`config.mk`:
```
export PLATFORM = sky130hd
export DESIGN_NAME = console_mmio
export DESIGN_NICKNAME = d
export VERILOG_FILES = /design/src/rtl/console_pkg.sv /design/src/rtl/uart_tx.sv /design/src/rtl/console_mmio.sv
export SDC_FILE = /design/constraint.sdc
export NUM_CORES = 1
export LEC_CHECK = 0
export BUFFER_PORTS_ARGS = -buffer_cell sky130_fd_sc_hd__buf_2
export CAP_MARGIN = 15
export CORE_ASPECT_RATIO = 0.9
export CORE_UTILIZATION = 35
export DETAILED_ROUTE_END_ITERATION = 10
export GPL_TIMING_DRIVEN = 0
export HOLD_SLACK_MARGIN = 0.05
export PLACE_DENSITY = 0.53
export REMOVE_ABC_BUFFERS = 1
export SLEW_MARGIN = 20
export SYNTH_ARGS = -nofsm -noshare
export SYNTH_HDL_FRONTEND = slang
export SYNTH_SLANG_ARGS = --single-unit
```
`constraint.sdc`:
```
create_clock -name clk_i -period 4 [get_ports clk_i]
set_input_delay 0 -clock clk_i [delete_from_list [all_inputs] [get_ports clk_i]]
set_output_delay 0 -clock clk_i [all_outputs]
set_load 0.02 [all_outputs]
```
`src/rtl/console_pkg.sv`:
```
`default_nettype none
// ============================================================================
// Module   : console_pkg
// Purpose  : Shared command encodings, status bit map and FSM states.
// Revision : 1.0
// ============================================================================
package console_pkg;

   localparam logic [1:0] CMD_NOP    = 2'b00;
   localparam logic [1:0] CMD_PUTC   = 2'b01;
   localparam logic [1:0] CMD_FINISH = 2'b10;
   localparam logic [1:0] CMD_RSVD   = 2'b11;

   // Command field sits at wdata[17:16]
   localparam int CMD_LSB = 16;

   localparam int STAT_BUSY_BIT = 8;
   localparam int STAT_OVF_BIT  = 9;
   localparam int STAT_FINI_BIT = 10;

   typedef enum logic [1:0] {
      ST_RUN   = 2'd0,
      ST_DRAIN = 2'd1,
      ST_DONE  = 2'd2
   } state_t;

endpackage
`default_nettype wire

```
`src/rtl/uart_tx.sv`:
```
`default_nettype none
// ============================================================================
// Module   : uart_tx
// Purpose  : 8N1 serializer; accepts a new byte during the last stop cycle.
// Revision : 1.0
// ============================================================================
module uart_tx #(
   parameter int BAUD_DIV = 868
) (
   input  logic       clk,
   input  logic       rst_n,
   input  logic [7:0] i_data,
   input  logic       i_valid,
   output logic       o_ready,
   output logic       o_busy,
   output logic       o_txd
);

   localparam logic [15:0] c_baud_last = 16'(BAUD_DIV - 1);

   logic       r_active;
   logic       r_txd;
   logic [8:0] r_shift;
   logic [3:0] r_bit;
   logic [15:0] r_baud;
   logic       w_last;
   logic       w_load;

   // Ready in the final stop-bit cycle so back-to-back frames have no gap
   assign w_last  = r_active && (r_bit == 4'd9) && (r_baud == c_baud_last);
   assign o_ready = !r_active || w_last;
   assign w_load  = i_valid && o_ready;
   assign o_busy  = r_active;
   assign o_txd   = r_txd;

   always_ff @(posedge clk) begin
      if (!rst_n) begin
         r_active <= 1'b0;
         r_txd    <= 1'b1;
         r_shift  <= '0;
         r_bit    <= '0;
         r_baud   <= '0;
      end else if (w_load) begin
         r_active <= 1'b1;
         r_txd    <= 1'b0;
         r_shift  <= {1'b1, i_data};
         r_bit    <= '0;
         r_baud   <= '0;
      end else if (r_active) begin
         if (r_baud == c_baud_last) begin
            r_baud <= '0;
            if (r_bit == 4'd9) begin
               r_active <= 1'b0;
               r_txd    <= 1'b1;
            end else begin
               r_txd   <= r_shift[0];
               r_shift <= {1'b1, r_shift[8:1]};
               r_bit   <= r_bit + 4'd1;
            end
         end else begin
            r_baud <= r_baud + 16'd1;
         end
      end
   end

endmodule
`default_nettype wire

```
`src/rtl/console_mmio.sv`:
```
`default_nettype none
// ============================================================================
// Module   : console_mmio
// Purpose  : MMIO console/finish responder: PUTC FIFO into UART, drained finish.
// Revision : 1.0
// ============================================================================
module console_mmio
   import console_pkg::*;
#(
   parameter logic [31:0] ADDR       = 32'h40008000,
   parameter int          BAUD_DIV   = 868,
   parameter int          FIFO_DEPTH = 16
) (
   input  logic        clk_i,
   input  logic        rst_ni,
   input  logic [31:0] dbus_addr_i,
   input  logic        dbus_we_i,
   input  logic [31:0] dbus_wdata_i,
   input  logic        dbus_re_i,
   output logic [31:0] dbus_rdata_o,
   output logic        txd_o,
   output logic        fini_o,
   output logic [7:0]  exit_code_o
);

   localparam int c_ptr_w = $clog2(FIFO_DEPTH);
   localparam int c_cnt_w = c_ptr_w + 1;
   localparam logic [c_cnt_w-1:0] c_depth = c_cnt_w'(FIFO_DEPTH);

   logic [7:0]         r_mem [FIFO_DEPTH];
   logic [c_ptr_w-1:0] r_wptr;
   logic [c_ptr_w-1:0] r_rptr;
   logic [c_cnt_w-1:0] r_count;
   logic               r_ovf;
   state_t             r_state;
   logic               r_fini;
   logic [7:0]         r_exit;
   logic [31:0]        r_rdata;

   logic        w_match;
   logic        w_store;
   logic [1:0]  w_cmd;
   logic        w_putc;
   logic        w_push;
   logic        w_pop;
   logic        w_nonempty;
   logic        w_tx_ready;
   logic        w_tx_busy;
   logic [31:0] w_status;
   logic        w_unused_bits;

   assign w_match    = (dbus_addr_i[31:2] == ADDR[31:2]);
   assign w_store    = dbus_we_i && w_match;
   assign w_cmd      = dbus_wdata_i[CMD_LSB+1:CMD_LSB];
   assign w_putc     = w_store && (w_cmd == CMD_PUTC) && (r_state == ST_RUN);
   // Acceptance looks only at the registered count, never at a same-cycle pop
   assign w_push     = w_putc && (r_count < c_depth);
   assign w_nonempty = (r_count != '0);
   assign w_pop      = w_nonempty && w_tx_ready;

   assign w_unused_bits = &{1'b0, dbus_addr_i[1:0], dbus_wdata_i[31:18], dbus_wdata_i[15:8]};

   always_comb begin
      w_status                = {24'h0, 8'(r_count)};
      w_status[STAT_BUSY_BIT] = w_tx_busy;
      w_status[STAT_OVF_BIT]  = r_ovf;
      w_status[STAT_FINI_BIT] = r_fini;
   end

   always_ff @(posedge clk_i) begin
      if (w_push) begin
         r_mem[r_wptr] <= dbus_wdata_i[7:0];
      end
   end

   always_ff @(posedge clk_i) begin
      if (!rst_ni) begin
         r_wptr  <= '0;
         r_rptr  <= '0;
         r_count <= '0;
         r_ovf   <= 1'b0;
         r_state <= ST_RUN;
         r_fini  <= 1'b0;
         r_exit  <= 8'h00;
         r_rdata <= 32'h0;
      end else begin
         if (w_push) begin
            r_wptr <= r_wptr + 1'b1;
         end
         if (w_pop) begin
            r_rptr <= r_rptr + 1'b1;
         end
         case ({w_push, w_pop})
            2'b10:   r_count <= r_count + 1'b1;
            2'b01:   r_count <= r_count - 1'b1;
            default: r_count <= r_count;
         endcase
         if (w_putc && !w_push) begin
            r_ovf <= 1'b1;
         end
         r_rdata <= (dbus_re_i && w_match) ? w_status : 32'h0;

         case (r_state)
            ST_RUN: begin
               if (w_store && (w_cmd == CMD_FINISH)) begin
                  r_exit  <= dbus_wdata_i[7:0];
                  r_state <= ST_DRAIN;
               end
            end
            ST_DRAIN: begin
               // Idle transmitter means the last stop bit has fully left the wire
               if (!w_nonempty && !w_tx_busy) begin
                  r_state <= ST_DONE;
                  r_fini  <= 1'b1;
               end
            end
            default: begin
               r_state <= r_state;
            end
         endcase
      end
   end

   uart_tx #(
      .BAUD_DIV (BAUD_DIV)
   ) u_uart_tx (
      .clk     (clk_i),
      .rst_n   (rst_ni),
      .i_data  (r_mem[r_rptr]),
      .i_valid (w_nonempty),
      .o_ready (w_tx_ready),
      .o_busy  (w_tx_busy),
      .o_txd   (txd_o)
   );

   assign dbus_rdata_o = r_rdata;
   assign fini_o       = r_fini;
   assign exit_code_o  = r_exit;

endmodule
`default_nettype wire
```
==> metrics.txt <==
Crit path arrival time 3.75 ns; Syn Area/Cell 14.0 sq um; Antenna diodes 0; Power Total 0.00391 W; Setup Viol. Count Final 0; Hold Vio Cnt, Final 0; maximum vdd drop 0.282 mV; yosys warns 0; Slew Viols, Final 0; RSZ-0062 raised after global routing no; Post-layout nets 728; most numerous cell on the critical path a21oi_1; Setup Fix Bufs, Post-CTS 0; CP Max Fanout 13; Crit path required time 4.35 ns; CTS buffer count 17; Root Driver clkbuf_16; crit path time final 3.40 ns; CP Buf/Inv Count 0; first-pass GRT wire length 25400 microns; gp weighted congestion 0.746; detailed placement HPWL 10700 microns; register area share after synthesis 63.9%; initial antenna violation count 0; CP max-delay cell nor4_2; flops & latches, synth 196; hold bufs inserted after CTS 12; cell family with most CP delay simple AND/OR/NAND/NOR gates; Post-Synthesis Cells 580; P&R area growth vs syn 15.2%; LEAKAGE 3.15 nW; post-cts resize count 0; chip height 147 microns; PortBufs 61; top-area cell type share of the netlist area 47.2%; Overflow after GRT 0; EDFF count, synth 128; die width 163 microns; prevailing post-synth register cell edfxtp_1; Worst slew margin 30.4%; htree depth 4; vias 4656; status finished, final reports clean; power density over the cells 417 nW/um^2; CTS tree done; max_cap viols 0; Initial Util 36.0%; worst skew pair latency 0.42 ns; layout cell share with drive strength beyond 1 21.8%; post-synthesis mux area share 12.5%; post-route ant nets 0; core area 22600 sq um; die area 23900 sq um; I/O pins 110; starting DRC count in detailed routing 269; drc violations 0; GRT Total Usage 14.2%; post-synthesis adder-cell area fraction 1.69%; CP peak stage delay 0.78 ns; clk_skew 0.00877 ns; fmax 294 MHz; final setup TNS 0 ns; Compound-Gate Fraction of Synth Area 3.95%; drt wl/cell 16.7 microns; final WL 16000 microns; largest family of logic cells by synthesized area multiplexers; synth top area cells edfxtp_1 (47%), dfxtp_1 (17%), mux4_2 (8.8%); Slew @ Worst Pin 1.03 ns; Yosys top cell by area edfxtp_1; pin count of the biggest net entering global routing 33; Synth Cell Area 8140 sq um; most numerous cell in the Yosys netlist edfxtp_1; CP cell instances or2_2 -> nor4_2 -> nor2_1 -> ha_1 -> xor2_1 -> ha_1 -> a21oi_1 -> nor4bb_1 -> a21oi_1 -> a21oi_1 -> mux2i_1; Synth Area in XOR/XNOR 2.47%; Yosys cell types 48; vias per inst 4.86; simple-gate share of the synthesized area 11.3%; Worst-path clk slew 0.07 ns; most frequent cells after synthesis edfxtp_1 (128), dfxtp_1 (68), nor2_1 (61); critical path class flop to flop; Critical Path End Type flop; Pre-antenna DRT Iters 5; worst hold path class input pin to flop; vias in the first global route 4620; clk sink count 196; Synth async-reset ratio 0%; Worst setup SP type flop; Site Rows 52; fillers 2094; Clock Tree Buf Depth 2; Tcrit/Tclk final 85.0%
## flip-flops by register name, indices dropped and copies added (netlist names), 2 cells and up, named ones only
name,cells
dbus_rdata_o,8
exit_code_o,8
r_count,5
r_mem,128
r_rptr,4
r_state,2
r_wptr,4
u_uart_tx.r_baud,16
u_uart_tx.r_bit,4
u_uart_tx.r_shift,9
## area by class of cell
cell class                      count  area [sq um]  share of cell area, %
Inverter                           12          45.0                  0.480
Timing Repair Buffer               76           460                   4.91
Multi-Input combinational cell    346          2720                   29.0
Tap cell                          297           372                   3.96
Clock inverter                     12           138                   1.47
Sequential cell                   196          5210                   55.5
Clock buffer                       20           437                   4.66
## placed cells by master, fill, tap and decap left out, types with 10 or more instances in the layout
| cell | netlist | final |
|---|---|---|
| edfxtp_1 | 128 | 128 |
| dfxtp_1 | 68 | 66 |
| nor2_1 | 61 | 61 |
| buf_2 | 4 | 61 |
| mux4_2 | 32 | 32 |
| nand2_1 | 26 | 26 |
| a21oi_1 | 26 | 26 |
| conb_1 | 1 | 24 |
| mux2i_1 | 21 | 21 |
| nand3_1 | 19 | 19 |
| clkbuf_16 | 0 | 17 |
| xor2_1 | 13 | 13 |
| dlygate4sd3_1 | 0 | 12 |
| inv_1 | 11 | 11 |
| o211ai_1 | 11 | 11 |
| ha_1 | 11 | 11 |
| xnor2_1 | 10 | 10 |
## where the power goes
group	internal (W)	switching, W	total, W
clock	0.000973	0.000697	0.00167
combinational	0.0000262	0.0000609	0.0000871
sequential	0.00215	0.00000000000287	0.00215
total	0.00315	0.000758	0.00391
## worst min-delay path: stages
cell and delay, ns:
buf_2 0.07, nor2_1 0.04, nand4_1 0.10, nor3_2 0.07, a21oi_1 0.11, nor2_1 0.04
## cells by family (layout without fill, tap and decap cells)
logic type	after synthesis	count (layout)
AO/OA/AOI/OAI	53	53
XOR/XNOR	23	23
adder cells (fa/ha/maj)	11	11
buffers and inverters	61	120
flip-flops	196	196
multiplexers	61	61
other	1	24
AND/OR/NAND/NOR	174	174
## layer usage
layer | wire (microns) | GRT usage, % | up-vias
li1 | - | - | 2243
met1 | 7600 | 19.4 | 2277
met2 | 7550 | 22.6 | 130
met3 | 746 | 3.25 | 6
met4 | 112 | 3.64 | 0
met5 | 0 | 0 | -
## through the flow
step	hold WS [ns]	area [sq um]	setup WS [ns]	utilization [%]	cells
6_report	0.0651	9380	0.600	41.4	959
5_1_grt	0.104	9380	0.254	41.4	959
2_1_floorplan	0.0889	7940	1.10	-	554
4_1_cts	0.0526	9370	0.608	41.4	958
3_3_place_gp	0.407	8620	0.398	38.1	912
3_5_place_dp	0.416	8680	0.635	38.3	914
## final timing paths
| kind | slack, ns | depth (start not counted) | startpoint | end |
|---|---|---|---|---|
| worst max-delay path | 0.60 | 11 | r_count[0] | r_count[4] |
| worst min-delay path | 0.07 | 6 | dbus_addr_i[8] | r_state[0] |
| worst max register to register | 0.60 | 11 | r_count[0] | r_count[4] |
| worst min register to register | 0.45 | 2 | u_uart_tx.r_shift[8] | u_uart_tx.r_shift[8] |
Note: power is estimated with default switching activity, not from simulation.
